<file path="src/rtl/vend_pkg.sv">
// Shared vending types: the amount type, coin denominations with their index
// encoding, and the change_dispenser state encoding.
package vend_pkg;

  typedef logic [15:0] amount_t;

  localparam int NUM_DENOM = 5;

  localparam logic [2:0] IDX_10  = 3'd0;
  localparam logic [2:0] IDX_20  = 3'd1;
  localparam logic [2:0] IDX_50  = 3'd2;
  localparam logic [2:0] IDX_100 = 3'd3;
  localparam logic [2:0] IDX_200 = 3'd4;

  localparam amount_t DENOM_10  = 16'd10;
  localparam amount_t DENOM_20  = 16'd20;
  localparam amount_t DENOM_50  = 16'd50;
  localparam amount_t DENOM_100 = 16'd100;
  localparam amount_t DENOM_200 = 16'd200;

  typedef enum logic [2:0] {
    ST_IDLE,
    ST_SELECT,
    ST_ISSUE,
    ST_DONE,
    ST_FAULT
  } disp_state_t;

  // Unused indices map to 0 so they can never be selected.
  function automatic amount_t denom_value(input logic [2:0] idx);
    case (idx)
      IDX_10:  denom_value = DENOM_10;
      IDX_20:  denom_value = DENOM_20;
      IDX_50:  denom_value = DENOM_50;
      IDX_100: denom_value = DENOM_100;
      IDX_200: denom_value = DENOM_200;
      default: denom_value = '0;
    endcase
  endfunction

endpackage

</file>
<file path="src/rtl/denom_select.sv">
// Greedy picker: the largest stocked denomination not exceeding the amount
// still owed.
module denom_select
  import vend_pkg::*;
(
  input  amount_t                remaining,
  input  logic [NUM_DENOM-1:0]   avail,
  output logic                   found,
  output logic [2:0]             idx,
  output amount_t                value
);

  // Ascending scan; the last qualifying denomination (the largest) wins.
  always_comb begin
    found = 1'b0;
    idx   = '0;
    value = '0;
    for (int i = 0; i < NUM_DENOM; i++) begin
      if (avail[i] && (denom_value(3'(i)) <= remaining)) begin
        found = 1'b1;
        idx   = 3'(i);
        value = denom_value(3'(i));
      end
    end
  end

endmodule

</file>
<file path="src/rtl/change_dispenser.sv">
// Pays out a change amount one coin at a time toward the hopper, largest coin
// first, while tracking a saturating per-denomination inventory.
module change_dispenser
  import vend_pkg::*;
#(
  parameter int              CNT_W      = 8,
  parameter logic [CNT_W-1:0] INIT_COUNT = 8'd20
) (
  input  logic             clk,
  input  logic             rst,
  input  logic [15:0]      change_in,
  input  logic             coin_ready,
  input  logic             refill_en,
  input  logic [2:0]       refill_denom,
  input  logic [CNT_W-1:0] refill_cnt,
  output logic [15:0]      coin_out,
  output logic             coin_valid,
  output logic             busy,
  output logic             done,
  output logic             fault,
  output logic [15:0]      residual_out
);

  disp_state_t      state_reg, state_next;
  amount_t          remaining_reg, remaining_next;
  amount_t          coin_out_reg, coin_out_next;
  amount_t          residual_reg, residual_next;
  logic [2:0]       idx_reg, idx_next;
  logic             coin_valid_reg, coin_valid_next;
  logic             busy_reg, busy_next;
  logic             done_reg, done_next;
  logic             fault_reg, fault_next;
  logic [CNT_W-1:0] count_reg [NUM_DENOM];
  logic [CNT_W-1:0] count_next [NUM_DENOM];

  logic [NUM_DENOM-1:0] avail;
  logic                 sel_found;
  logic [2:0]           sel_idx;
  amount_t              sel_value;
  logic                 take;

  assign take = (state_reg == ST_ISSUE) && coin_ready;

  denom_select u_denom_select (
    .remaining (remaining_reg),
    .avail     (avail),
    .found     (sel_found),
    .idx       (sel_idx),
    .value     (sel_value)
  );

  // Refill and dispense of the same denomination on one edge net together
  // before saturating; a dispense only happens from a nonzero count.
  genvar gi;
  generate
    for (gi = 0; gi < NUM_DENOM; gi++) begin : g_count
      logic           inc;
      logic           dec;
      logic [CNT_W:0] sum;
      assign inc = refill_en && (refill_denom == 3'(gi));
      assign dec = take && (idx_reg == 3'(gi));
      assign sum = {1'b0, count_reg[gi]} + (inc ? {1'b0, refill_cnt} : '0)
                 - {{CNT_W{1'b0}}, dec};
      assign count_next[gi] = sum[CNT_W] ? {CNT_W{1'b1}} : sum[CNT_W-1:0];
      assign avail[gi]      = |count_reg[gi];
    end
  endgenerate

  always_comb begin
    state_next      = state_reg;
    remaining_next  = remaining_reg;
    coin_out_next   = coin_out_reg;
    residual_next   = residual_reg;
    idx_next        = idx_reg;
    coin_valid_next = coin_valid_reg;
    case (state_reg)
      ST_IDLE: begin
        if (change_in != '0) begin
          remaining_next = change_in;
          residual_next  = '0;
          state_next     = ST_SELECT;
        end
      end
      ST_SELECT: begin
        if (remaining_reg == '0) begin
          state_next = ST_DONE;
        end else if (sel_found) begin
          coin_out_next   = sel_value;
          idx_next        = sel_idx;
          coin_valid_next = 1'b1;
          state_next      = ST_ISSUE;
        end else begin
          residual_next = remaining_reg;
          state_next    = ST_FAULT;
        end
      end
      ST_ISSUE: begin
        if (coin_ready) begin
          remaining_next  = remaining_reg - coin_out_reg;
          coin_out_next   = '0;
          coin_valid_next = 1'b0;
          state_next      = ST_SELECT;
        end
      end
      ST_DONE:  state_next = ST_IDLE;
      ST_FAULT: state_next = ST_IDLE;
      default:  state_next = ST_IDLE;
    endcase
    busy_next  = (state_next != ST_IDLE);
    done_next  = (state_next == ST_DONE);
    fault_next = (state_next == ST_FAULT);
  end

  always_ff @(posedge clk or posedge rst) begin
    if (rst) begin
      state_reg      <= ST_IDLE;
      remaining_reg  <= '0;
      coin_out_reg   <= '0;
      residual_reg   <= '0;
      idx_reg        <= '0;
      coin_valid_reg <= 1'b0;
      busy_reg       <= 1'b0;
      done_reg       <= 1'b0;
      fault_reg      <= 1'b0;
      for (int i = 0; i < NUM_DENOM; i++) count_reg[i] <= INIT_COUNT;
    end else begin
      state_reg      <= state_next;
      remaining_reg  <= remaining_next;
      coin_out_reg   <= coin_out_next;
      residual_reg   <= residual_next;
      idx_reg        <= idx_next;
      coin_valid_reg <= coin_valid_next;
      busy_reg       <= busy_next;
      done_reg       <= done_next;
      fault_reg      <= fault_next;
      count_reg      <= count_next;
    end
  end

  assign coin_out     = coin_out_reg;
  assign coin_valid   = coin_valid_reg;
  assign busy         = busy_reg;
  assign done         = done_reg;
  assign fault        = fault_reg;
  assign residual_out = residual_reg;

endmodule

</file>
<file path="config.mk">
export PLATFORM = sky130hd
export DESIGN_NAME = change_dispenser
export DESIGN_NICKNAME = d
export VERILOG_FILES = /design/src/rtl/vend_pkg.sv /design/src/rtl/denom_select.sv /design/src/rtl/change_dispenser.sv
export SDC_FILE = /design/constraint.sdc
export NUM_CORES = 1
export LEC_CHECK = 0
export CORE_ASPECT_RATIO = 1.25
export CORE_MARGIN = 2
export CORE_UTILIZATION = 36
export CTS_BUF_LIST = sky130_fd_sc_hd__clkbuf_8
export CTS_CLUSTER_SIZE = 30
export DETAILED_ROUTE_END_ITERATION = 6
export PLACE_DENSITY_LB_ADDON = 0.08
export SETUP_SLACK_MARGIN = 0.4
export SYNTH_ARGS = -nofsm -noshare
export SYNTH_HDL_FRONTEND = slang
export SYNTH_SLANG_ARGS = --single-unit
</file>
<file path="constraint.sdc">
create_clock -name clk -period 3.26 [get_ports clk]
set_clock_uncertainty 0.2 [all_clocks]
set_input_delay 0.815 -clock clk [delete_from_list [all_inputs] [get_ports clk]]
set_output_delay 0.815 -clock clk [all_outputs]
set_load 0.02 [all_outputs]
</file>
==> impl_metrics.yaml <==
worst_setup_path:
  critPathLaunchType: "register"
  r2r_cells: 14
  cp.arrival_ns: 3.29
  crit_chain: "nor3b_4, nand2_2, nor4_4, ha_1, inv_2, ha_4, inv_2, fa_2, nor2b_4, o21ai_4, a21oi_2, o311a_1, o21a_4, o21ai_1"
  ff2ff_setup_slack_ns: 0.03
  crit_required_ns: 3.32
  critPathMaxStageDelay_ns: 0.45
  worst-path-stages: 14
  crit_end: "count_reg[5]"
  cpMostUsedCell: "inv_2"
  cp_top_family: "adder cells"
  timing.rr.start: "state_reg[0]"
  critPathBufInv: 2
  end_kind: "register"
  r2r_end: "count_reg[5]"
  critPathLaunch: "state_reg[0]"
  crit_path_max_fanout: 8
  cp_slowest_cell: "dfrtp_2"
  crit_type: "register to register"
synthesis:
  yosysWarnings: 0
  avgSynthCellArea_sq_um: 8.475
  async_reset_ff_share_pct: 100.0
  yosys.cell_types.count: 58
  seq_area_frac_synth_pct: 32.59
  synth.cell_area_sq_um: 6873
  synth_seq_cells: 89
  synthCells: 811
  synth_edf_count: 0
  ys.flop_type: "dfrtp_1"
timing:
  fmax_ghz: 0.3100
  drv_slew: 0
  period_share_pct: 98.95
  max-slew-margin-rel_pct: 45.20
  rsz0062_at_grt: "true"
  hold_viol: 0
  setup_viol: 0
  fin_crit_ns: 3.226
  tightest_slew_ns: 0.8116
  finalSetupTns_ns: 0
pwr:
  p_per_area_nw_per_um2: 914.0
  p_leak_nw: 4.585
  irDropWorstVdd_mv: 0.4956
detailed_routing:
  top_layer: "met4"
  wl_per_cell_um: 16.29
  dr.first_iter.drc_count: 219
  wl_met1_um: 8169
  drc: 0
  met2_wirelength_um: 10580
  ant_nets: 0
  vias: 6253
  firstDrtPassIters: 4
  wl_met3_um: 611
  routed_via_density: 5.113
  wirelength_um: 19920
floorplan:
  die_h_um: 158.5
  ios: 67
  die_x_um: 127.6
  core_sq_um: 18780
  initial_core_util_pct: 36.60
  rows: 56
  dieArea_sq_um: 20220
clock_network:
  h-tree-depth: 3
  clk_latency_ns: 0.39
  cts_num_sinks: 89
  cts_tree: "built"
  ctsHoldBuffers: 0
  clk_pin_slew_ns: 0.10
  cts-root-buf: "clkbuf_8"
  cts_buffers: 9
  clk_path_buf_depth: 2
grt:
  grt_remaining_overflow: 0
  antenna_found_initial: 0
  grt_max_degree: 90
  grt_pass1_vias: 6578
  grtUsageTotal_pct: 20.28
  grt_pass1_wl_um: 32510
final_layout:
  stdcell_area_sq_um: 9578
  nets: 1110
  area_growth_pct: 39.36
  largest_reg_flops: 40
  drive_above_1_share_pct: 28.96
  n_antenna_cell: 0
placed_design:
  dpl_cell_area_sq_um: 8467
  gp_congestion: 0.8104
  dp_hpwl_um: 14930
  io_buffer_count: 57
min_path:
  hold_class: "register to register"
outcome:
  status: "finished clean"
flow_run:
  max-cap-violations: 0
==> timing repair <==
item | in CTS | in global routing
hold endpoints to repair | 0 | 0
pin swaps | 63 | 33
gates resized for setup | 105 | 54
endpoints found under the setup margin | 48 | 59
buffers inserted | 24 | 15
==> cell families after synthesis <==
family	synth area share, %
DFF	32.59
buffers and inverters	10.29
and+or+nand+nor	17.70
xor gates and xnor gates	3.313
muxes	2.348
adders and majority gates	17.59
AOI/OAI and AO/OA	16.13
other	0.05456
==> worst min-delay path by stage <==
stage / slack [ns] / to / depth (start not counted) / startpoint
floorplan: 0.29 / residual_out[0] / 2 / remaining_reg[0]
global placement: 0.31 / residual_out[14] / 2 / residual_out[14]
detailed placement: 0.32 / residual_out[13] / 2 / residual_out[13]
CTS: 0.33 / residual_out[13] / 2 / residual_out[13]
global route: 0.35 / residual_out[13] / 2 / residual_out[13]
finish: 0.33 / residual_out[13] / 2 / residual_out[13]
==> power by group <==
group	internal, mW	switching, mW	total, mW
Sequential	1.50	0.388	1.89
Combinational	2.94	3.03	5.97
Clock	0.440	0.459	0.899
==> stage by stage <==
step           hold slack (ns)  total power, mW  cells  util, %  setup slack, ns
3_5_place_dp            0.3179            6.674   1168    45.09           -1.030
5_1_grt                 0.3512            9.537   1223    51.01          -0.1086
2_1_floorplan           0.2941            5.022    819        -          -0.1247
4_1_cts                 0.3325            8.179   1208    49.01          0.01002
6_report                0.3314            8.755   1223    51.01          0.03431
3_3_place_gp            0.3117            6.570   1168    45.09          -0.9299
==> cells in the final DEF (no fill, tap or decap), types with 9 or more instances in the layout <==
cell             instances
a21oi_1                 22
buf_12                   9
buf_4                  100
buf_6                   16
clkbuf_8                 9
clkdlybuf4s50_1         50
conb_1                   9
dfrtp_1                 73
dfstp_2                 10
ha_1                    76
inv_1                  136
mux2i_1                 15
nand2_1                 94
nor2_1                  31
nor2b_1                  9
nor3_1                  16
nor4_1                  13
o21ai_0                 20
o21ai_1                 15
o21ai_2                 25
or2_2                   14
or4_1                    9
xor2_1                  20
==> tightest hold or removal path, delay by kind of cell, from the launching register on <==
kind	cells	cell delay (ns)
flops	1	0.39
simple gates	1	0.06
mux	1	0.05
==> metal layers <==
layer  vias to the layer above  GRT usage [%]
li1                       3098              -
met1                      3002          23.04
met2                       122          38.20
met3                        31          3.427
met4                         0          7.012
met5                         -              0
==> area by class of cell <==
| cell class | count | area (sq um) |
|---|---|---|
| fillers | 1795 | 9200 |
| clock inverters | 7 | 102.6 |
| well taps | 232 | 290.3 |
| clock buffers | 9 | 123.9 |
| repair buffers | 180 | 1667 |
| flip-flops and latches | 89 | 2247 |
| multi-input cells | 561 | 4597 |
| inverters | 145 | 550.5 |
==> synthesized netlist by cell type, types with 11 or more instances <==
library cell / n / share of area, %
dfrtp_1: 79 / 29
clkbuf_1: 11 / 0.60
nor4_1: 19 / 1.7
ha_1: 87 / 16
nor2_1: 34 / 1.9
nor2b_1: 14 / 1.3
nor3_1: 23 / 1.7
a21oi_1: 30 / 2.2
or2_2: 14 / 1.3
nand2_1: 99 / 5.4
o21ai_0: 60 / 4.4
xor2_1: 20 / 2.5
mux2i_1: 15 / 2.2
inv_1: 145 / 7.9
Note: power is estimated with default switching activity, not from simulation.
